File: config.mk
export PLATFORM = sky130hd
export DESIGN_NAME = vc_mem_arb2
export DESIGN_NICKNAME = d
export VERILOG_FILES = /design/src/rtl/vc_mem_arb2_pkg.sv /design/src/rtl/vc_mem_arb_id_fifo.sv /design/src/rtl/vc_mem_arb2.sv
export SDC_FILE = /design/constraint.sdc
export NUM_CORES = 1
export LEC_CHECK = 0
export BUFFER_PORTS_ARGS = -buffer_cell sky130_fd_sc_hd__buf_2
export CAP_MARGIN = 20
export CORE_AREA = 2 2 109 111
export DETAILED_ROUTE_END_ITERATION = 6
export DIE_AREA = 0 0 111 113
export MAX_ROUTING_LAYER = met4
export PLACE_DENSITY = 0.55
export SKIP_CTS_REPAIR_TIMING = 1
export SYNTH_ARGS = -nofsm -noshare
export SYNTH_HDL_FRONTEND = slang
export SYNTH_SLANG_ARGS = --single-unit
File: constraint.sdc
create_clock -name clk -period 3.9 [get_ports clk]
set_input_delay 1.17 -clock clk [delete_from_list [all_inputs] [get_ports clk]]
set_output_delay 1.17 -clock clk [all_outputs]
set_load 0.05 [all_outputs]
File: src/rtl/vc_mem_arb2_pkg.sv
// rtl/vc_mem_arb2_pkg.sv - vc memory-message field sizes and type codes
package vc_mem_arb2_pkg;

    localparam int unsigned c_mem_type_sz = 3;

    localparam logic [2:0] c_mem_type_read   = 3'd0;
    localparam logic [2:0] c_mem_type_write  = 3'd1;
    localparam logic [2:0] c_mem_type_amoadd = 3'd2;
    localparam logic [2:0] c_mem_type_amoand = 3'd3;
    localparam logic [2:0] c_mem_type_amoor  = 3'd4;

    function automatic int unsigned vc_mem_len_sz(input int unsigned data_sz);
        return $clog2(data_sz / 8);
    endfunction

    // Request layout, MSB first: {type, addr, len, data}
    function automatic int unsigned vc_mem_req_msg_sz(input int unsigned addr_sz,
                                                      input int unsigned data_sz);
        return c_mem_type_sz + addr_sz + vc_mem_len_sz(data_sz) + data_sz;
    endfunction

    // Response layout, MSB first: {type, len, data}
    function automatic int unsigned vc_mem_resp_msg_sz(input int unsigned data_sz);
        return c_mem_type_sz + vc_mem_len_sz(data_sz) + data_sz;
    endfunction

endpackage

File: src/rtl/vc_mem_arb_id_fifo.sv
// rtl/vc_mem_arb_id_fifo.sv - 1-bit source-ID FIFO of 2**p_ptr_sz entries
module vc_mem_arb_id_fifo #(
    parameter int unsigned p_ptr_sz = 2
) (
    input  logic clk,
    input  logic reset,
    input  logic push,
    input  logic push_id,
    input  logic pop,
    output logic head_id,
    output logic full,
    output logic empty
);

    localparam int unsigned c_depth = 1 << p_ptr_sz;
    localparam logic [p_ptr_sz:0] c_full_count = (p_ptr_sz + 1)'(c_depth);

    logic                ids [c_depth];
    logic [p_ptr_sz-1:0] wr_ptr;
    logic [p_ptr_sz-1:0] rd_ptr;
    logic [p_ptr_sz:0]   count;
    logic                do_push;
    logic                do_pop;

    assign full    = (count == c_full_count);
    assign empty   = (count == '0);
    assign do_push = push & ~full;
    assign do_pop  = pop & ~empty;
    assign head_id = ids[rd_ptr];

    always_ff @(posedge clk) begin
        if (do_push) begin
            ids[wr_ptr] <= push_id;
        end
    end

    // Depth is a power of two, so pointers wrap by plain overflow
    always_ff @(posedge clk or negedge reset) begin
        if (!reset) begin
            wr_ptr <= '0;
            rd_ptr <= '0;
            count  <= '0;
        end else begin
            if (do_push) wr_ptr <= wr_ptr + 1'b1;
            if (do_pop)  rd_ptr <= rd_ptr + 1'b1;
            case ({do_push, do_pop})
                2'b10:   count <= count + 1'b1;
                2'b01:   count <= count - 1'b1;
                default: count <= count;
            endcase
        end
    end

endmodule

File: src/rtl/vc_mem_arb2.sv
// rtl/vc_mem_arb2.sv - two-port arbiter onto one memory; VC_MEM_ARB_FIXED_PRIO_EN selects fixed priority
module vc_mem_arb2
    import vc_mem_arb2_pkg::*;
#(
    parameter int unsigned p_addr_sz         = 16,
    parameter int unsigned p_data_sz         = 32,
    parameter int unsigned p_max_outstanding = 4,
    localparam int unsigned REQ_SZ  = vc_mem_req_msg_sz(p_addr_sz, p_data_sz),
    localparam int unsigned RESP_SZ = vc_mem_resp_msg_sz(p_data_sz)
) (
    input  logic               clk,
    input  logic               reset,
    input  logic               req0_val,
    output logic               req0_rdy,
    input  logic [REQ_SZ-1:0]  req0_msg,
    input  logic               req1_val,
    output logic               req1_rdy,
    input  logic [REQ_SZ-1:0]  req1_msg,
    output logic               resp0_val,
    input  logic               resp0_rdy,
    output logic [RESP_SZ-1:0] resp0_msg,
    output logic               resp1_val,
    input  logic               resp1_rdy,
    output logic [RESP_SZ-1:0] resp1_msg,
    output logic               memreq_val,
    input  logic               memreq_rdy,
    output logic [REQ_SZ-1:0]  memreq_msg,
    input  logic               memresp_val,
    output logic               memresp_rdy,
    input  logic [RESP_SZ-1:0] memresp_msg
);

    localparam int unsigned c_id_ptr_sz = $clog2(p_max_outstanding);

    logic prio;
    logic grant0;
    logic grant1;
    logic full;
    logic empty;
    logic head;
    logic fire;
    logic pop;

`ifdef VC_MEM_ARB_FIXED_PRIO_EN
    assign prio = 1'b0;
`else
    // Points at the port that wins the next two-way contention
    always_ff @(posedge clk or negedge reset) begin
        if (!reset) begin
            prio <= 1'b0;
        end else if (fire) begin
            prio <= ~grant1;
        end
    end
`endif

    always_comb begin
        grant0 = ~full & req0_val & (~req1_val | ~prio);
        grant1 = ~full & req1_val & (~req0_val |  prio);
    end

    assign memreq_val = (req0_val | req1_val) & ~full;
    assign memreq_msg = grant1 ? req1_msg : req0_msg;
    assign req0_rdy   = grant0 & memreq_rdy & ~full;
    assign req1_rdy   = grant1 & memreq_rdy & ~full;
    assign fire       = memreq_val & memreq_rdy;

    // Responses return in issue order, so the FIFO head names their owner
    assign resp0_val   = memresp_val & ~empty & ~head;
    assign resp1_val   = memresp_val & ~empty &  head;
    assign resp0_msg   = memresp_msg;
    assign resp1_msg   = memresp_msg;
    assign memresp_rdy = ~empty & (head ? resp1_rdy : resp0_rdy);
    assign pop         = memresp_val & memresp_rdy;

    vc_mem_arb_id_fifo #(
        .p_ptr_sz (c_id_ptr_sz)
    ) u_id_fifo (
        .clk     (clk),
        .reset   (reset),
        .push    (fire),
        .push_id (grant1),
        .pop     (pop),
        .head_id (head),
        .full    (full),
        .empty   (empty)
    );

`ifndef SYNTHESIS
    always @(posedge clk) begin
        if (reset && memresp_val && empty) begin
            $error("vc_mem_arb2: memory response with no request in flight");
        end
    end
`endif

endmodule
==> impl_results.html, run 1 <==
<table>
<tr><th>Metric</th><th>Value</th></tr>
<tr><th colspan="2">Global routing</th></tr>
<tr><td>Final global-route overflow total</td><td>0</td></tr>
<tr><td>First-pass GRT wire length</td><td>7.40 mm</td></tr>
<tr><td>Vias in the first global route</td><td>1536</td></tr>
<tr><td>Number of antenna violations at the first check in global routing</td><td>0</td></tr>
<tr><td>Global routing usage summed across all routing layers</td><td>7.27%</td></tr>
<tr><td>Pin count of the biggest net entering global routing</td><td>49</td></tr>
<tr><th colspan="2">Floorplan</th></tr>
<tr><td>Die Span X</td><td>111 um</td></tr>
<tr><td>Starting Density</td><td>19.0%</td></tr>
<tr><td>Die Y</td><td>113 um</td></tr>
<tr><td>Core Region</td><td>11300 um2</td></tr>
<tr><td>Boundary pin count</td><td>284</td></tr>
<tr><td>Placement Rows</td><td>39</td></tr>
<tr><td>Total Die Area</td><td>12500 um2</td></tr>
<tr><th colspan="2">Yosys</th></tr>
<tr><td>Adder-cell area share of the yosys netlist</td><td>3.85%</td></tr>
<tr><td>Syn_area_per_cell</td><td>10.8 um2</td></tr>
<tr><td>Synthesized-area fraction occupied by ao, oa, aoi and oai cells</td><td>1.17%</td></tr>
<tr><td>Sequential fraction of the synthesis area</td><td>14.9%</td></tr>
<tr><td>Instance count of the mapped netlist</td><td>198</td></tr>
<tr><td>Seq cells post-synth</td><td>12</td></tr>
<tr><td>Distinct cell type count of the synthesized netlist</td><td>26</td></tr>
<tr><td>Net Count, Synth</td><td>355</td></tr>
<tr><td>Count of warnings emitted by yosys</td><td>0</td></tr>
<tr><td>Post-synthesis share of cell area spent on xor and xnor gates</td><td>2.04%</td></tr>
<tr><td>Cell area after technology mapping</td><td>2140 um2</td></tr>
<tr><td>Combinational family with the most area after synthesis</td><td>multiplexers</td></tr>
<tr><td>Proportion of synthesized area in mux cells</td><td>39.5%</td></tr>
<tr><td>Simple logic cell fraction of the synthesized area</td><td>5.95%</td></tr>
<tr><th colspan="2">Setup path</th></tr>
<tr><td>Crit. path cell count</td><td>6</td></tr>
<tr><td>Ordered cell list for the critical path</td><td>buf_2 -&gt; nand2b_1 -&gt; nand3b_1 -&gt; buf_12 -&gt; mux2_4 -&gt; buf_2</td></tr>
<tr><td>WP data arrival</td><td>2.38 ns</td></tr>
<tr><td>Worst-case reg-to-reg path depth</td><td>10</td></tr>
<tr><td>Crit-path leading delay family</td><td>buffers and inverters</td></tr>
<tr><td>Cell seen most often among critical-path stages</td><td>sky130_fd_sc_hd__buf_2</td></tr>
<tr><td>Startpoint-to-endpoint class of the critical path</td><td>in2out</td></tr>
<tr><td>Reg-to-reg critical path endpoint</td><td>u_id_fifo.count[2]$_DFFE_PN0P_</td></tr>
<tr><td>Delay of the slowest cell on the worst path</td><td>0.34 ns</td></tr>
<tr><td>Required arrival time at the worst endpoint</td><td>2.73 ns</td></tr>
<tr><td>End point of the critical path</td><td>memreq_msg[48]</td></tr>
<tr><td>Type of element capturing the critical path</td><td>primary output</td></tr>
<tr><td>Number of buffer and inverter stages on the critical path</td><td>3</td></tr>
<tr><td>Worst flop-to-flop path startpoint</td><td>u_id_fifo.rd_ptr[1]$_DFFE_PN0P_</td></tr>
<tr><td>Cell at the slowest stage of the critical path</td><td>sky130_fd_sc_hd__mux2_4</td></tr>
<tr><td>Launching instance or port of the critical path</td><td>req0_val</td></tr>
<tr><td>Largest fanout on the critical path</td><td>48</td></tr>
<tr><td>Crit start category</td><td>input pin</td></tr>
<tr><td>Reg-to-reg slack, setup</td><td>1.63 ns</td></tr>
<tr><th colspan="2">Clock tree</th></tr>
<tr><td>TritonCTS Buffers</td><td>3</td></tr>
<tr><td>Register clock-pin slew on the reported worst setup and hold paths</td><td>0.04 ns</td></tr>
<tr><td>Clock net sink count</td><td>12</td></tr>
<tr><td># H-tree levels</td><td>1</td></tr>
<tr><td>CTS tree</td><td>built</td></tr>
<tr><td>Worst-skew pair later-pin latency</td><td>0.23 ns</td></tr>
<tr><td>Clock root buffer</td><td>sky130_fd_sc_hd__clkbuf_16</td></tr>
<tr><td>Max Buffers Root-to-Sink</td><td>2</td></tr>
<tr><th colspan="2">Route</th></tr>
<tr><td>Total wire length after detailed routing</td><td>5.15 mm</td></tr>
<tr><td>1st-pass router iterations</td><td>4</td></tr>
<tr><td>Detailed-route vias per instance</td><td>3.70</td></tr>
<tr><td>Detailed-route via count</td><td>1625</td></tr>
<tr><td>Violation count after the first detailed-route iteration</td><td>17</td></tr>
<tr><td>Final routed wire length divided by cell count</td><td>11.7 um</td></tr>
<tr><td>Routed Antenna Nets</td><td>0</td></tr>
<tr><td># DRC</td><td>0</td></tr>
<tr><th colspan="2">Layout</th></tr>
<tr><td>Layout cells sized above 1</td><td>78.4%</td></tr>
<tr><td>Number of diodes added for antenna fixing</td><td>0</td></tr>
<tr><td>Final-layout fill cell count</td><td>1213</td></tr>
<tr><td>Layout net count</td><td>454</td></tr>
<tr><td>Area overhead of the layout relative to synthesis</td><td>22.4%</td></tr>
<tr><th colspan="2">Timing</th></tr>
<tr><td>Setup violations, final</td><td>0</td></tr>
<tr><td>Final Hold Vio Count</td><td>0</td></tr>
<tr><td>Post-Route Setup TNS</td><td>0 ns</td></tr>
<tr><td>Count of pins over their slew limit</td><td>0</td></tr>
<tr><td>Period utilisation layout</td><td>91.1%</td></tr>
<tr><td>Maximum frequency from static timing analysis</td><td>282 MHz</td></tr>
<tr><td>Crit path time final</td><td>3.55 ns</td></tr>
<tr><td>Final setup slack of the worst path</td><td>0.349 ns</td></tr>
<tr><td>RSZ-0062 raised after global routing</td><td>no</td></tr>
<tr><td>Worst Tran Pin Value</td><td>0.454 ns</td></tr>
<tr><td>Setup skew after layout</td><td>0.00218 ns</td></tr>
<tr><td>Relative slew slack</td><td>69.6%</td></tr>
<tr><th colspan="2">Power</th></tr>
<tr><td>Pwr/cell area</td><td>589 nW/um2</td></tr>
<tr><td>Largest voltage drop on the vdd net</td><td>0.000273 V</td></tr>
<tr><td>Total leakage power</td><td>1.50 nW</td></tr>
<tr><th colspan="2">Run</th></tr>
<tr><td>Max_cap viols</td><td>0</td></tr>
<tr><th colspan="2">Status</th></tr>
<tr><td>Status</td><td>finished clean</td></tr>
<tr><th colspan="2">Place</th></tr>
<tr><td>Setup slack after placement</td><td>0.334 ns</td></tr>
<tr><td>Port buffer count</td><td>172</td></tr>
<tr><td>Dpl hpwl</td><td>4.69 mm</td></tr>
<tr><td>Gp weighted congestion</td><td>0.690</td></tr>
<tr><th colspan="2">Worst hold path</th></tr>
<tr><td>Type of the worst min-delay path</td><td>reg2reg</td></tr>
</table>
-- per-layer routing --
layer	vias up	global-route usage, %	wire length [um]
met1	685	7.75	1900
met4	0	0.750	15
met3	2	4.98	956
met5	-	-	0
li1	780	-	-
met2	158	11.6	2280
-- logic make-up after synthesis --
| kind of cell | count (synthesis) |
|---|---|
| compound gates | 4 |
| xor+xnor | 5 |
| fa+ha+maj | 6 |
| buf+inv | 88 |
| flops | 12 |
| mux | 60 |
| simple gates | 23 |
-- worst min path at each step --
stage / start / end / slack (ns) / cells after the start
floorplan: u_id_fifo.count[2]$_DFFE_PN0P_ / u_id_fifo.count[2]$_DFFE_PN0P_ / 0.45 / 1
global placement: u_id_fifo.count[2]$_DFFE_PN0P_ / u_id_fifo.count[2]$_DFFE_PN0P_ / 0.48 / 1
detailed placement: u_id_fifo.count[2]$_DFFE_PN0P_ / u_id_fifo.count[2]$_DFFE_PN0P_ / 0.48 / 1
CTS: u_id_fifo.count[2]$_DFFE_PN0P_ / u_id_fifo.count[2]$_DFFE_PN0P_ / 0.49 / 1
global route: u_id_fifo.count[2]$_DFFE_PN0P_ / u_id_fifo.count[2]$_DFFE_PN0P_ / 0.52 / 1
finish: u_id_fifo.count[2]$_DFFE_PN0P_ / u_id_fifo.count[2]$_DFFE_PN0P_ / 0.49 / 1
-- report_power, final --
part           total, mW  internal (mW)  switching [mW]  leakage (nW)
combinational       1.14          0.417           0.720          1.33
sequential         0.226          0.186          0.0405         0.131
clock              0.181          0.134          0.0466        0.0385
total               1.54          0.737           0.807          1.50
-- area by class of cell --
type,count,area [um2],area share (%)
repair buffers,174,888,33.9
flip-flops and latches,12,320,12.2
inverters,8,30.0,1.15
clock inverters,1,3.75,0.143
clock buffers,3,75.1,2.86
multi-input cells,98,1130,42.9
well taps,143,179,6.82
-- cell usage after synthesis --
cell | n | share of area [%]
sky130_fd_sc_hd__nand3b_1 | 1 | 0.35
sky130_fd_sc_hd__xnor2_1 | 2 | 0.82
sky130_fd_sc_hd__nand2b_1 | 2 | 0.58
sky130_fd_sc_hd__a211oi_1 | 1 | 0.35
sky130_fd_sc_hd__buf_6 | 1 | 0.53
sky130_fd_sc_hd__nor3b_2 | 1 | 0.58
sky130_fd_sc_hd__o21ai_0 | 2 | 0.47
sky130_fd_sc_hd__fa_1 | 1 | 0.93
sky130_fd_sc_hd__o31ai_1 | 1 | 0.35
sky130_fd_sc_hd__xor2_1 | 3 | 1.2
sky130_fd_sc_hd__and2_1 | 4 | 1.2
sky130_fd_sc_hd__edfxtp_1 | 4 | 5.6
sky130_fd_sc_hd__mux2i_1 | 7 | 3.3
sky130_fd_sc_hd__buf_12 | 5 | 4.7
sky130_fd_sc_hd__nor3b_1 | 1 | 0.35
sky130_fd_sc_hd__inv_1 | 8 | 1.4
sky130_fd_sc_hd__nor2_1 | 9 | 1.6
sky130_fd_sc_hd__nor3_2 | 1 | 0.47
sky130_fd_sc_hd__nor2b_1 | 1 | 0.29
sky130_fd_sc_hd__nand2_1 | 2 | 0.35
sky130_fd_sc_hd__dfrtp_1 | 8 | 9.3
sky130_fd_sc_hd__mux2_4 | 48 | 34
sky130_fd_sc_hd__mux2_2 | 5 | 2.6
sky130_fd_sc_hd__buf_4 | 74 | 26
sky130_fd_sc_hd__ha_1 | 5 | 2.9
sky130_fd_sc_hd__nor3_1 | 1 | 0.23
-- metrics by stage --
step	instance area [um2]	power [mW]	cells	hold slack [ns]	utilization (%)
final	2620	1.54	439	0.490	23.3
after global routing	2620	1.63	439	0.523	23.3
after CTS	2620	1.57	439	0.487	23.3
after detailed placement	2540	1.38	435	0.476	22.6
after global placement	2540	1.36	435	0.478	22.6
after floorplan	2140	1.42	198	0.455	-
-- cells in the final DEF (no fill, tap or decap) --
cell,instances
sky130_fd_sc_hd__nand2_1,2
sky130_fd_sc_hd__nand2b_1,2
sky130_fd_sc_hd__inv_1,8
sky130_fd_sc_hd__o21ai_0,2
sky130_fd_sc_hd__dfrtp_1,8
sky130_fd_sc_hd__nor3b_2,1
sky130_fd_sc_hd__mux2_4,48
sky130_fd_sc_hd__nand3b_1,1
sky130_fd_sc_hd__o31ai_1,1
sky130_fd_sc_hd__fa_1,1
sky130_fd_sc_hd__and2_1,4
sky130_fd_sc_hd__nor3_1,1
sky130_fd_sc_hd__xnor2_1,2
sky130_fd_sc_hd__mux2i_1,7
sky130_fd_sc_hd__ha_1,5
sky130_fd_sc_hd__buf_4,1
sky130_fd_sc_hd__clkbuf_16,3
sky130_fd_sc_hd__edfxtp_1,4
sky130_fd_sc_hd__buf_2,172
sky130_fd_sc_hd__clkinv_1,1
sky130_fd_sc_hd__a211oi_1,1
sky130_fd_sc_hd__nor3_2,1
sky130_fd_sc_hd__nor3b_1,1
sky130_fd_sc_hd__nor2_1,9
sky130_fd_sc_hd__mux2_2,5
sky130_fd_sc_hd__nor2b_1,1
sky130_fd_sc_hd__xor2_1,3
sky130_fd_sc_hd__buf_12,1
-- flip-flops by register name, summed over array words and instances (netlist names) --
register / flops
prio: 1
u_id_fifo.count: 3
u_id_fifo.ids: 4
u_id_fifo.rd_ptr: 2
u_id_fifo.wr_ptr: 2
(Power assumes the default switching activity.)
==> run 2: changes to the inputs <==
Settings changed: SYNTH_HIERARCHICAL set to 1.
==> impl_results.html, run 2 <==
<table>
<tr><th>Metric</th><th>Value</th></tr>
<tr><th colspan="2">Layout</th></tr>
<tr><td>Register Area</td><td>320 um2 (unchanged)</td></tr>
<tr><td>Combined area of the multi-input logic cells</td><td>1140 um2 (was 1130 um2)</td></tr>
<tr><td>Commonest non-fill, non-tap cell in the layout</td><td>sky130_fd_sc_hd__buf_2 (unchanged)</td></tr>
<tr><td>Layout net count</td><td>452 (was 454)</td></tr>
<tr><td>Final-layout fill cell count</td><td>1206 (was 1213)</td></tr>
<tr><td>Commonest cells after routing, fill and taps aside</td><td>168 x sky130_fd_sc_hd__buf_2, 50 x sky130_fd_sc_hd__mux2_4, 8 x sky130_fd_sc_hd__inv_1, 8 x sky130_fd_sc_hd__dfrtp_1, 7 x sky130_fd_sc_hd__nor2_1 (was 172 x sky130_fd_sc_hd__buf_2, 48 x sky130_fd_sc_hd__mux2_4, 9 x sky130_fd_sc_hd__nor2_1, 8 x sky130_fd_sc_hd__inv_1, 8 x sky130_fd_sc_hd__dfrtp_1)</td></tr>
<tr><td>Max FFs per register</td><td>4 (unchanged)</td></tr>
<tr><td>Area overhead of the layout relative to synthesis</td><td>25.6% (was 22.4%)</td></tr>
<tr><td>Layout cells sized above 1</td><td>81.0% (was 78.4%)</td></tr>
<tr><td>Registers with the most flip-flops</td><td>u_id_fifo/ids: 4 flops, u_id_fifo/count: 3 flops (was u_id_fifo.ids: 4 flops, u_id_fifo.count: 3 flops)</td></tr>
<tr><td>Number of diodes added for antenna fixing</td><td>0 (unchanged)</td></tr>
<tr><td>Count of placed standard cells in the final layout, fillers left out</td><td>437 (was 439)</td></tr>
<tr><td>Register containing the most flip-flops in the final layout</td><td>u_id_fifo/ids (was u_id_fifo.ids)</td></tr>
<tr><th colspan="2">Timing</th></tr>
<tr><td>Relative slew slack</td><td>81.2% (was 69.6%)</td></tr>
<tr><td>Setup skew after layout</td><td>0.00178 ns (was 0.00218 ns)</td></tr>
<tr><td>Crit path time final</td><td>3.57 ns (was 3.55 ns)</td></tr>
<tr><td>Worst Tran Pin Value</td><td>0.279 ns (was 0.454 ns)</td></tr>
<tr><td>Final Hold Vio Count</td><td>0 (unchanged)</td></tr>
<tr><td>Post-Route Setup TNS</td><td>0 ns (unchanged)</td></tr>
<tr><td>Count of pins over their slew limit</td><td>0 (unchanged)</td></tr>
<tr><td>RSZ-0062 raised after global routing</td><td>no (unchanged)</td></tr>
<tr><td>Setup violations, final</td><td>0 (unchanged)</td></tr>
<tr><td>Period utilisation layout</td><td>91.7% (was 91.1%)</td></tr>
<tr><td>Final setup slack of the worst path</td><td>0.325 ns (was 0.349 ns)</td></tr>
<tr><td>Maximum frequency from static timing analysis</td><td>280 MHz (was 282 MHz)</td></tr>
<tr><th colspan="2">Clock tree</th></tr>
<tr><td>Clock root buffer</td><td>sky130_fd_sc_hd__clkbuf_16 (unchanged)</td></tr>
<tr><td>Worst-skew pair later-pin latency</td><td>0.23 ns (about the same)</td></tr>
<tr><td>TritonCTS Buffers</td><td>3 (unchanged)</td></tr>
<tr><td>Register clock-pin slew on the reported worst setup and hold paths</td><td>0.04 ns (about the same)</td></tr>
<tr><td>CTS tree</td><td>built (unchanged)</td></tr>
<tr><td># H-tree levels</td><td>1 (unchanged)</td></tr>
<tr><td>Max Buffers Root-to-Sink</td><td>2 (unchanged)</td></tr>
<tr><td>Clock net sink count</td><td>12 (unchanged)</td></tr>
<tr><th colspan="2">Setup path</th></tr>
<tr><td>Cell at the slowest stage of the critical path</td><td>sky130_fd_sc_hd__mux2_4 (unchanged)</td></tr>
<tr><td>Reg-to-reg critical path endpoint</td><td>u_id_fifo/count[2]$_DFFE_PN0P_ (was u_id_fifo.count[2]$_DFFE_PN0P_)</td></tr>
<tr><td>Crit-path leading delay family</td><td>buffers and inverters (unchanged)</td></tr>
<tr><td>Launching instance or port of the critical path</td><td>req0_val (unchanged)</td></tr>
<tr><td>Number of buffer and inverter stages on the critical path</td><td>3 (unchanged)</td></tr>
<tr><td>Required arrival time at the worst endpoint</td><td>2.73 ns (about the same)</td></tr>
<tr><td>Ordered cell list for the critical path</td><td>buf_2 -&gt; nand2b_1 -&gt; nand3b_1 -&gt; buf_12 -&gt; mux2_4 -&gt; buf_2 (unchanged)</td></tr>
<tr><td>WP data arrival</td><td>2.40 ns (was 2.38 ns)</td></tr>
<tr><td>End point of the critical path</td><td>memreq_msg[25] (was memreq_msg[48])</td></tr>
<tr><td>Reg-to-reg slack, setup</td><td>1.35 ns (was 1.63 ns)</td></tr>
<tr><td>Delay of the slowest cell on the worst path</td><td>0.33 ns (was 0.34 ns)</td></tr>
<tr><td>Type of element capturing the critical path</td><td>primary output (unchanged)</td></tr>
<tr><td>Cell seen most often among critical-path stages</td><td>sky130_fd_sc_hd__buf_2 (unchanged)</td></tr>
<tr><td>Worst-case reg-to-reg path depth</td><td>10 (unchanged)</td></tr>
<tr><td>Worst flop-to-flop path startpoint</td><td>u_id_fifo/rd_ptr[0]$_DFFE_PN0P_ (was u_id_fifo.rd_ptr[1]$_DFFE_PN0P_)</td></tr>
<tr><td>Crit. path cell count</td><td>6 (unchanged)</td></tr>
<tr><td>Startpoint-to-endpoint class of the critical path</td><td>in2out (unchanged)</td></tr>
<tr><td>Largest fanout on the critical path</td><td>33 (was 48)</td></tr>
<tr><td>Crit start category</td><td>input pin (unchanged)</td></tr>
<tr><th colspan="2">Power</th></tr>
<tr><td>Pwr/cell area</td><td>654 nW/um2 (was 589 nW/um2)</td></tr>
<tr><td>Final Power</td><td>1.77 mW (was 1.54 mW)</td></tr>
<tr><td>Total leakage power</td><td>1.53 nW (was 1.50 nW)</td></tr>
<tr><td>Largest voltage drop on the vdd net</td><td>0.000406 V (was 0.000273 V)</td></tr>
<tr><th colspan="2">Yosys</th></tr>
<tr><td>Biggest area consumer among synthesized cells</td><td>sky130_fd_sc_hd__mux2_4 (unchanged)</td></tr>
<tr><td>Seq cells post-synth</td><td>12 (unchanged)</td></tr>
<tr><td>Instance count of the mapped netlist</td><td>196 (was 198)</td></tr>
<tr><td>Synth Flop Type</td><td>sky130_fd_sc_hd__dfrtp_1 (unchanged)</td></tr>
<tr><td>Proportion of register bits with asynchronous set or reset after synthesis</td><td>66.7% (unchanged)</td></tr>
<tr><td>Top cells by count, synth</td><td>74 x sky130_fd_sc_hd__buf_4, 50 x sky130_fd_sc_hd__mux2_4, 8 x sky130_fd_sc_hd__dfrtp_1, 8 x sky130_fd_sc_hd__inv_1, 7 x sky130_fd_sc_hd__nor2_1 (was 74 x sky130_fd_sc_hd__buf_4, 48 x sky130_fd_sc_hd__mux2_4, 9 x sky130_fd_sc_hd__nor2_1)</td></tr>
<tr><td>Net Count, Synth</td><td>353 (was 355)</td></tr>
<tr><td>Sequential fraction of the synthesis area</td><td>14.9% (about the same)</td></tr>
<tr><td>Distinct cell type count of the synthesized netlist</td><td>29 (was 26)</td></tr>
<tr><td>Cell types occupying the most area after synthesis</td><td>sky130_fd_sc_hd__mux2_4 35%, sky130_fd_sc_hd__buf_4 26%, sky130_fd_sc_hd__dfrtp_1 9.3%, sky130_fd_sc_hd__edfxtp_1 5.6%, sky130_fd_sc_hd__buf_12 4.6% (was sky130_fd_sc_hd__mux2_4 34%, sky130_fd_sc_hd__buf_4 26%, sky130_fd_sc_hd__dfrtp_1 9.3%, sky130_fd_sc_hd__edfxtp_1 5.6%, sky130_fd_sc_hd__buf_12 4.7%)</td></tr>
<tr><td>Syn_area_per_cell</td><td>11.0 um2 (was 10.8 um2)</td></tr>
<tr><td>Dominant cell by count in the synthesized netlist</td><td>sky130_fd_sc_hd__buf_4 (unchanged)</td></tr>
<tr><td>Count of flip-flops with a built-in enable after synthesis</td><td>4 (unchanged)</td></tr>
<tr><td>Count of warnings emitted by yosys</td><td>6 (was 0)</td></tr>
<tr><td>Cell area after technology mapping</td><td>2150 um2 (was 2140 um2)</td></tr>
<tr><td>Share of the synthesized area in the top cell type</td><td>34.8% (was 33.6%)</td></tr>
<tr><th colspan="2">Global routing</th></tr>
<tr><td>Global routing usage summed across all routing layers</td><td>9.17% (was 7.27%)</td></tr>
<tr><td>Final global-route overflow total</td><td>0 (unchanged)</td></tr>
<tr><td>Number of antenna violations at the first check in global routing</td><td>0 (unchanged)</td></tr>
<tr><td>Vias in the first global route</td><td>1619 (was 1536)</td></tr>
<tr><td>Pin count of the biggest net entering global routing</td><td>34 (was 49)</td></tr>
<tr><td>First-pass GRT wire length</td><td>8.80 mm (was 7.40 mm)</td></tr>
<tr><th colspan="2">Floorplan</th></tr>
<tr><td>Die Span X</td><td>111 um (unchanged)</td></tr>
<tr><td>Starting Density</td><td>19.1% (was 19.0%)</td></tr>
<tr><td>Boundary pin count</td><td>284 (unchanged)</td></tr>
<tr><td>Core Region</td><td>11300 um2 (unchanged)</td></tr>
<tr><td>Die Y</td><td>113 um (unchanged)</td></tr>
<tr><td>Placement Rows</td><td>39 (unchanged)</td></tr>
<tr><td>Total Die Area</td><td>12500 um2 (unchanged)</td></tr>
<tr><th colspan="2">Worst hold path</th></tr>
<tr><td>Type of the worst min-delay path</td><td>reg2reg (unchanged)</td></tr>
<tr><th colspan="2">Place</th></tr>
<tr><td>Port buffer count</td><td>172 (unchanged)</td></tr>
<tr><td>Gp weighted congestion</td><td>0.827 (was 0.690)</td></tr>
<tr><td>Placed cells</td><td>433 (was 435)</td></tr>
<tr><td>Setup slack after placement</td><td>0.313 ns (was 0.334 ns)</td></tr>
<tr><td>Dpl hpwl</td><td>5.37 mm (was 4.69 mm)</td></tr>
<tr><th colspan="2">Route</th></tr>
<tr><td>Routed Antenna Nets</td><td>0 (unchanged)</td></tr>
<tr><td>Detailed-route via count</td><td>1651 (was 1625)</td></tr>
<tr><td>1st-pass router iterations</td><td>4 (unchanged)</td></tr>
<tr><td>Total wire length after detailed routing</td><td>6.05 mm (was 5.15 mm)</td></tr>
<tr><td># DRC</td><td>0 (unchanged)</td></tr>
<tr><td>Violation count after the first detailed-route iteration</td><td>21 (was 17)</td></tr>
<tr><td>Detailed-route vias per instance</td><td>3.78 (was 3.70)</td></tr>
<tr><td>Final routed wire length divided by cell count</td><td>13.9 um (was 11.7 um)</td></tr>
<tr><th colspan="2">Status</th></tr>
<tr><td>Status</td><td>finished clean (unchanged)</td></tr>
<tr><th colspan="2">Run</th></tr>
<tr><td>Max_cap viols</td><td>0 (unchanged)</td></tr>
</table>
[run 2: where the power goes]
| group | total, mW | switching, mW | internal (mW) |
|---|---|---|---|
| sequential | 0.242 | 0.0539 | 0.188 |
| clock | 0.184 | 0.0497 | 0.135 |
| combinational | 1.34 | 0.828 | 0.516 |
[run 2: area by class of cell]
class                           count  share of cell area (%)
Tap cell                          143                    6.61
Sequential cell                    12                    11.8
Inverter                            8                    1.11
Multi-Input combinational cell     96                    42.0
Clock inverter                      1                   0.139
Timing Repair Buffer              174                    35.5
Clock buffer                        3                    2.77
[run 2: routing by layer]
metal,vias to the layer above,track usage [%],part of all wire [%]
met5,-,-,0
met4,0,0.500,0
met3,0,6.43,16
met2,162,13.0,43
met1,712,11.1,41
li1,777,-,-
[run 2: worst min path at each step]
stage | from | depth (start not counted) | to | slack, ns
6_report | u_id_fifo/rd_ptr[1]$_DFFE_PN0P_ | 1 | u_id_fifo/rd_ptr[1]$_DFFE_PN0P_ | 0.49
5_1_grt | u_id_fifo/rd_ptr[1]$_DFFE_PN0P_ | 1 | u_id_fifo/rd_ptr[1]$_DFFE_PN0P_ | 0.52
4_1_cts | u_id_fifo/rd_ptr[1]$_DFFE_PN0P_ | 1 | u_id_fifo/rd_ptr[1]$_DFFE_PN0P_ | 0.50
3_5_place_dp | u_id_fifo/rd_ptr[1]$_DFFE_PN0P_ | 1 | u_id_fifo/rd_ptr[1]$_DFFE_PN0P_ | 0.49
3_3_place_gp | u_id_fifo/rd_ptr[1]$_DFFE_PN0P_ | 1 | u_id_fifo/rd_ptr[1]$_DFFE_PN0P_ | 0.48
2_1_floorplan | u_id_fifo/rd_ptr[1]$_DFFE_PN0P_ | 1 | u_id_fifo/rd_ptr[1]$_DFFE_PN0P_ | 0.45
[run 2: per-stage QoR]
step | utilization (%) | hold WS (ns) | cell area [um2]
4_1_cts | 24.0 | 0.498 | 2710
3_3_place_gp | 23.3 | 0.477 | 2630
6_report | 24.0 | 0.491 | 2710
2_1_floorplan | - | 0.453 | 2150
5_1_grt | 24.0 | 0.518 | 2710
3_5_place_dp | 23.3 | 0.488 | 2630
[run 2: kinds of logic after synthesis]
logic type | Yosys count | synth area share [%]
fa+ha+maj | 6 | 3.83
mux | 56 | 38.4
flops | 12 | 14.9
buf+inv | 88 | 32.3
xor+xnor | 6 | 2.44
simple gates | 23 | 6.62
compound gates | 5 | 1.45
==> run 3: changes to the inputs <==
Settings changed: CTS_BUF_LIST set to sky130_fd_sc_hd__clkbuf_2 sky130_fd_sc_hd__clkbuf_4 sky130_fd_sc_hd__clkbuf_8.
==> impl_results.html, run 3 (synthesis results as in run 2) <==
<table>
<tr><th>Metric</th><th>Value</th></tr>
<tr><th colspan="2">Floorplan</th></tr>
<tr><td>Boundary pin count</td><td>284 (unchanged)</td></tr>
<tr><td>Total Die Area</td><td>12500 um2 (unchanged)</td></tr>
<tr><td>Starting Density</td><td>19.1% (unchanged)</td></tr>
<tr><td>Placement Rows</td><td>39 (unchanged)</td></tr>
<tr><td>Die Span X</td><td>111 um (unchanged)</td></tr>
<tr><td>Die Y</td><td>113 um (unchanged)</td></tr>
<tr><td>Core Region</td><td>11300 um2 (unchanged)</td></tr>
<tr><th colspan="2">Clock tree</th></tr>
<tr><td>Worst-skew pair later-pin latency</td><td>0.23 ns (about the same)</td></tr>
<tr><td>TritonCTS Buffers</td><td>3 (unchanged)</td></tr>
<tr><td>Clock root buffer</td><td>sky130_fd_sc_hd__clkbuf_8 (was sky130_fd_sc_hd__clkbuf_16)</td></tr>
<tr><td>Clock net sink count</td><td>12 (unchanged)</td></tr>
<tr><td>Register clock-pin slew on the reported worst setup and hold paths</td><td>0.05 ns (was 0.04 ns)</td></tr>
<tr><td>Max Buffers Root-to-Sink</td><td>2 (unchanged)</td></tr>
<tr><td># H-tree levels</td><td>1 (unchanged)</td></tr>
<tr><td>CTS tree</td><td>built (unchanged)</td></tr>
<tr><th colspan="2">Place</th></tr>
<tr><td>Placed cells</td><td>433 (unchanged)</td></tr>
<tr><td>Port buffer count</td><td>172 (unchanged)</td></tr>
<tr><td>Dpl hpwl</td><td>5.37 mm (unchanged)</td></tr>
<tr><td>Gp weighted congestion</td><td>0.827 (unchanged)</td></tr>
<tr><th colspan="2">Setup path</th></tr>
<tr><td>Crit start category</td><td>input pin (unchanged)</td></tr>
<tr><td>Cell seen most often among critical-path stages</td><td>sky130_fd_sc_hd__buf_2 (unchanged)</td></tr>
<tr><td>Cell at the slowest stage of the critical path</td><td>sky130_fd_sc_hd__mux2_4 (unchanged)</td></tr>
<tr><td>Largest fanout on the critical path</td><td>33 (unchanged)</td></tr>
<tr><td>Type of element capturing the critical path</td><td>primary output (unchanged)</td></tr>
<tr><td>Required arrival time at the worst endpoint</td><td>2.73 ns (about the same)</td></tr>
<tr><td>WP data arrival</td><td>2.40 ns (about the same)</td></tr>
<tr><td>Startpoint-to-endpoint class of the critical path</td><td>in2out (unchanged)</td></tr>
<tr><td>Delay of the slowest cell on the worst path</td><td>0.33 ns (about the same)</td></tr>
<tr><td>Ordered cell list for the critical path</td><td>buf_2 -&gt; nand2b_1 -&gt; nand3b_1 -&gt; buf_12 -&gt; mux2_4 -&gt; buf_2 (unchanged)</td></tr>
<tr><th colspan="2">Layout</th></tr>
<tr><td>Core occupancy in the finished layout</td><td>23.7% (was 24.0%)</td></tr>
<tr><td>Layout net count</td><td>452 (unchanged)</td></tr>
<tr><td>Commonest cells after routing, fill and taps aside</td><td>168 x sky130_fd_sc_hd__buf_2, 50 x sky130_fd_sc_hd__mux2_4, 8 x sky130_fd_sc_hd__inv_1, 8 x sky130_fd_sc_hd__dfrtp_1, 7 x sky130_fd_sc_hd__nor2_1 (unchanged)</td></tr>
<tr><td>Area overhead of the layout relative to synthesis</td><td>24.0% (was 25.6%)</td></tr>
<tr><td>Count of placed standard cells in the final layout, fillers left out</td><td>437 (unchanged)</td></tr>
<tr><td>Max FFs per register</td><td>4 (unchanged)</td></tr>
<tr><td>Register containing the most flip-flops in the final layout</td><td>u_id_fifo/ids (unchanged)</td></tr>
<tr><td>Registers with the most flip-flops</td><td>u_id_fifo/ids: 4 flops, u_id_fifo/count: 3 flops (unchanged)</td></tr>
<tr><td>Layout cells sized above 1</td><td>81.0% (unchanged)</td></tr>
<tr><td>Number of diodes added for antenna fixing</td><td>0 (unchanged)</td></tr>
<tr><td>Commonest non-fill, non-tap cell in the layout</td><td>sky130_fd_sc_hd__buf_2 (unchanged)</td></tr>
<tr><th colspan="2">Route</th></tr>
<tr><td>Total wire length after detailed routing</td><td>6.05 mm (about the same)</td></tr>
<tr><td>Detailed-route vias per instance</td><td>3.78 (about the same)</td></tr>
<tr><td>Final routed wire length divided by cell count</td><td>13.8 um (was 13.9 um)</td></tr>
<tr><td>Detailed-route via count</td><td>1653 (was 1651)</td></tr>
<tr><td>Violation count after the first detailed-route iteration</td><td>26 (was 21)</td></tr>
<tr><td>Routed Antenna Nets</td><td>0 (unchanged)</td></tr>
<tr><td>1st-pass router iterations</td><td>4 (unchanged)</td></tr>
<tr><td># DRC</td><td>0 (unchanged)</td></tr>
<tr><th colspan="2">Power</th></tr>
<tr><td>NetSw</td><td>0.923 mW (was 0.932 mW)</td></tr>
<tr><td>Pwr/cell area</td><td>634 nW/um2 (was 654 nW/um2)</td></tr>
<tr><td>Sw Ratio</td><td>54.4% (was 52.6%)</td></tr>
<tr><td>Internal power of the cells</td><td>0.773 mW (was 0.839 mW)</td></tr>
<tr><td>Final Power</td><td>1.70 mW (was 1.77 mW)</td></tr>
<tr><td>Total leakage power</td><td>1.51 nW (was 1.53 nW)</td></tr>
<tr><td>Largest voltage drop on the vdd net</td><td>0.000393 V (was 0.000406 V)</td></tr>
<tr><td>Power share of the sequential group</td><td>14.2% (was 13.7%)</td></tr>
<tr><td>Relative contribution of combinational cells to total power</td><td>79.2% (was 75.9%)</td></tr>
<tr><td>Clock power frac</td><td>6.6% (was 10.4%)</td></tr>
<tr><th colspan="2">Global routing</th></tr>
<tr><td>Global routing usage summed across all routing layers</td><td>9.12% (was 9.17%)</td></tr>
<tr><td>Vias in the first global route</td><td>1620 (was 1619)</td></tr>
<tr><td>Number of antenna violations at the first check in global routing</td><td>0 (unchanged)</td></tr>
<tr><td>Final global-route overflow total</td><td>0 (unchanged)</td></tr>
<tr><td>Pin count of the biggest net entering global routing</td><td>34 (unchanged)</td></tr>
<tr><td>First-pass GRT wire length</td><td>8.78 mm (was 8.80 mm)</td></tr>
<tr><th colspan="2">Timing</th></tr>
<tr><td>Worst Tran Pin Value</td><td>0.283 ns (was 0.279 ns)</td></tr>
<tr><td>Maximum frequency from static timing analysis</td><td>280 MHz (about the same)</td></tr>
<tr><td>Setup violations, final</td><td>0 (unchanged)</td></tr>
<tr><td>Count of pins over their slew limit</td><td>0 (unchanged)</td></tr>
<tr><td>Setup skew after layout</td><td>0.000872 ns (was 0.00178 ns)</td></tr>
<tr><td>Crit path time final</td><td>3.57 ns (about the same)</td></tr>
<tr><td>RSZ-0062 raised after global routing</td><td>no (unchanged)</td></tr>
<tr><td>Period utilisation layout</td><td>91.6% (was 91.7%)</td></tr>
<tr><td>Final Hold Vio Count</td><td>0 (unchanged)</td></tr>
<tr><td>Post-Route Setup TNS</td><td>0 ns (unchanged)</td></tr>
<tr><td>Smallest hold slack</td><td>0.492 ns (was 0.491 ns)</td></tr>
<tr><td>Relative slew slack</td><td>81.3% (was 81.2%)</td></tr>
<tr><th colspan="2">Status</th></tr>
<tr><td>Status</td><td>finished clean (unchanged)</td></tr>
<tr><th colspan="2">Worst hold path</th></tr>
<tr><td>Type of the worst min-delay path</td><td>reg2reg (unchanged)</td></tr>
<tr><th colspan="2">Run</th></tr>
<tr><td>Max_cap viols</td><td>0 (unchanged)</td></tr>
</table>
[run 3: cell count changes in the layout (fill, tap and decap cells not counted)]
cell | before | now
sky130_fd_sc_hd__clkbuf_16 | 3 | 0
sky130_fd_sc_hd__clkbuf_8 | 0 | 3
[run 3: area by class of cell]
class	instances	area, um2
multi-input combinational	96	1140
clock inverter	1	3.75
timing repair buffer	174	961
clock buffer	3	41.3
inverter	8	30.0
tap	143	179
fill	1211	8600
sequential	12	320
[run 3: worst max-delay path, delay by kind of cell]
| family | cells | cell delay (ns) |
|---|---|---|
| muxes | 1 | 0.33 |
| and+or+nand+nor | 2 | 0.28 |
| buffers and inverters | 3 | 0.60 |
[run 3: worst paths after layout]
check	startpoint	to	slack (ns)	depth (start not counted)
max	req0_val	memreq_msg[25]	0.33	6
max in group asynchronous	reset	u_id_fifo/rd_ptr[0]$_DFFE_PN0P_	2.95	1
min in group asynchronous	reset	u_id_fifo/count[2]$_DFFE_PN0P_	0.77	1
min	u_id_fifo/rd_ptr[1]$_DFFE_PN0P_	u_id_fifo/rd_ptr[1]$_DFFE_PN0P_	0.49	1
max reg2reg	u_id_fifo/rd_ptr[0]$_DFFE_PN0P_	u_id_fifo/count[2]$_DFFE_PN0P_	1.35	10
min reg2reg	u_id_fifo/rd_ptr[1]$_DFFE_PN0P_	u_id_fifo/rd_ptr[1]$_DFFE_PN0P_	0.49	1
[run 3: stage by stage]
stage	area (um2)	worst slack (ns)
final	2670	0.327
after global routing	2670	0.214
after CTS	2670	0.313
after detailed placement	2630	0.313
after global placement	2630	0.341
after floorplan	2150	0.504
[run 3: power groups by stage]
stage / registers [mW] / logic [mW] / clock network [mW]
CTS: 0.242 / 1.36 / 0.119
global placement: 0.241 / 1.34 / 0
global route: 0.250 / 1.42 / 0.126
finish: 0.241 / 1.34 / 0.112
detailed placement: 0.244 / 1.36 / 0
floorplan: 0.232 / 1.33 / 0
[run 3: per-layer routing]
layer  global-route usage (%)  wire, um
met1                     11.1      2420
met2                     13.1      2620
met3                     6.43      1010
met4                    0.250         0
met5                        -         0
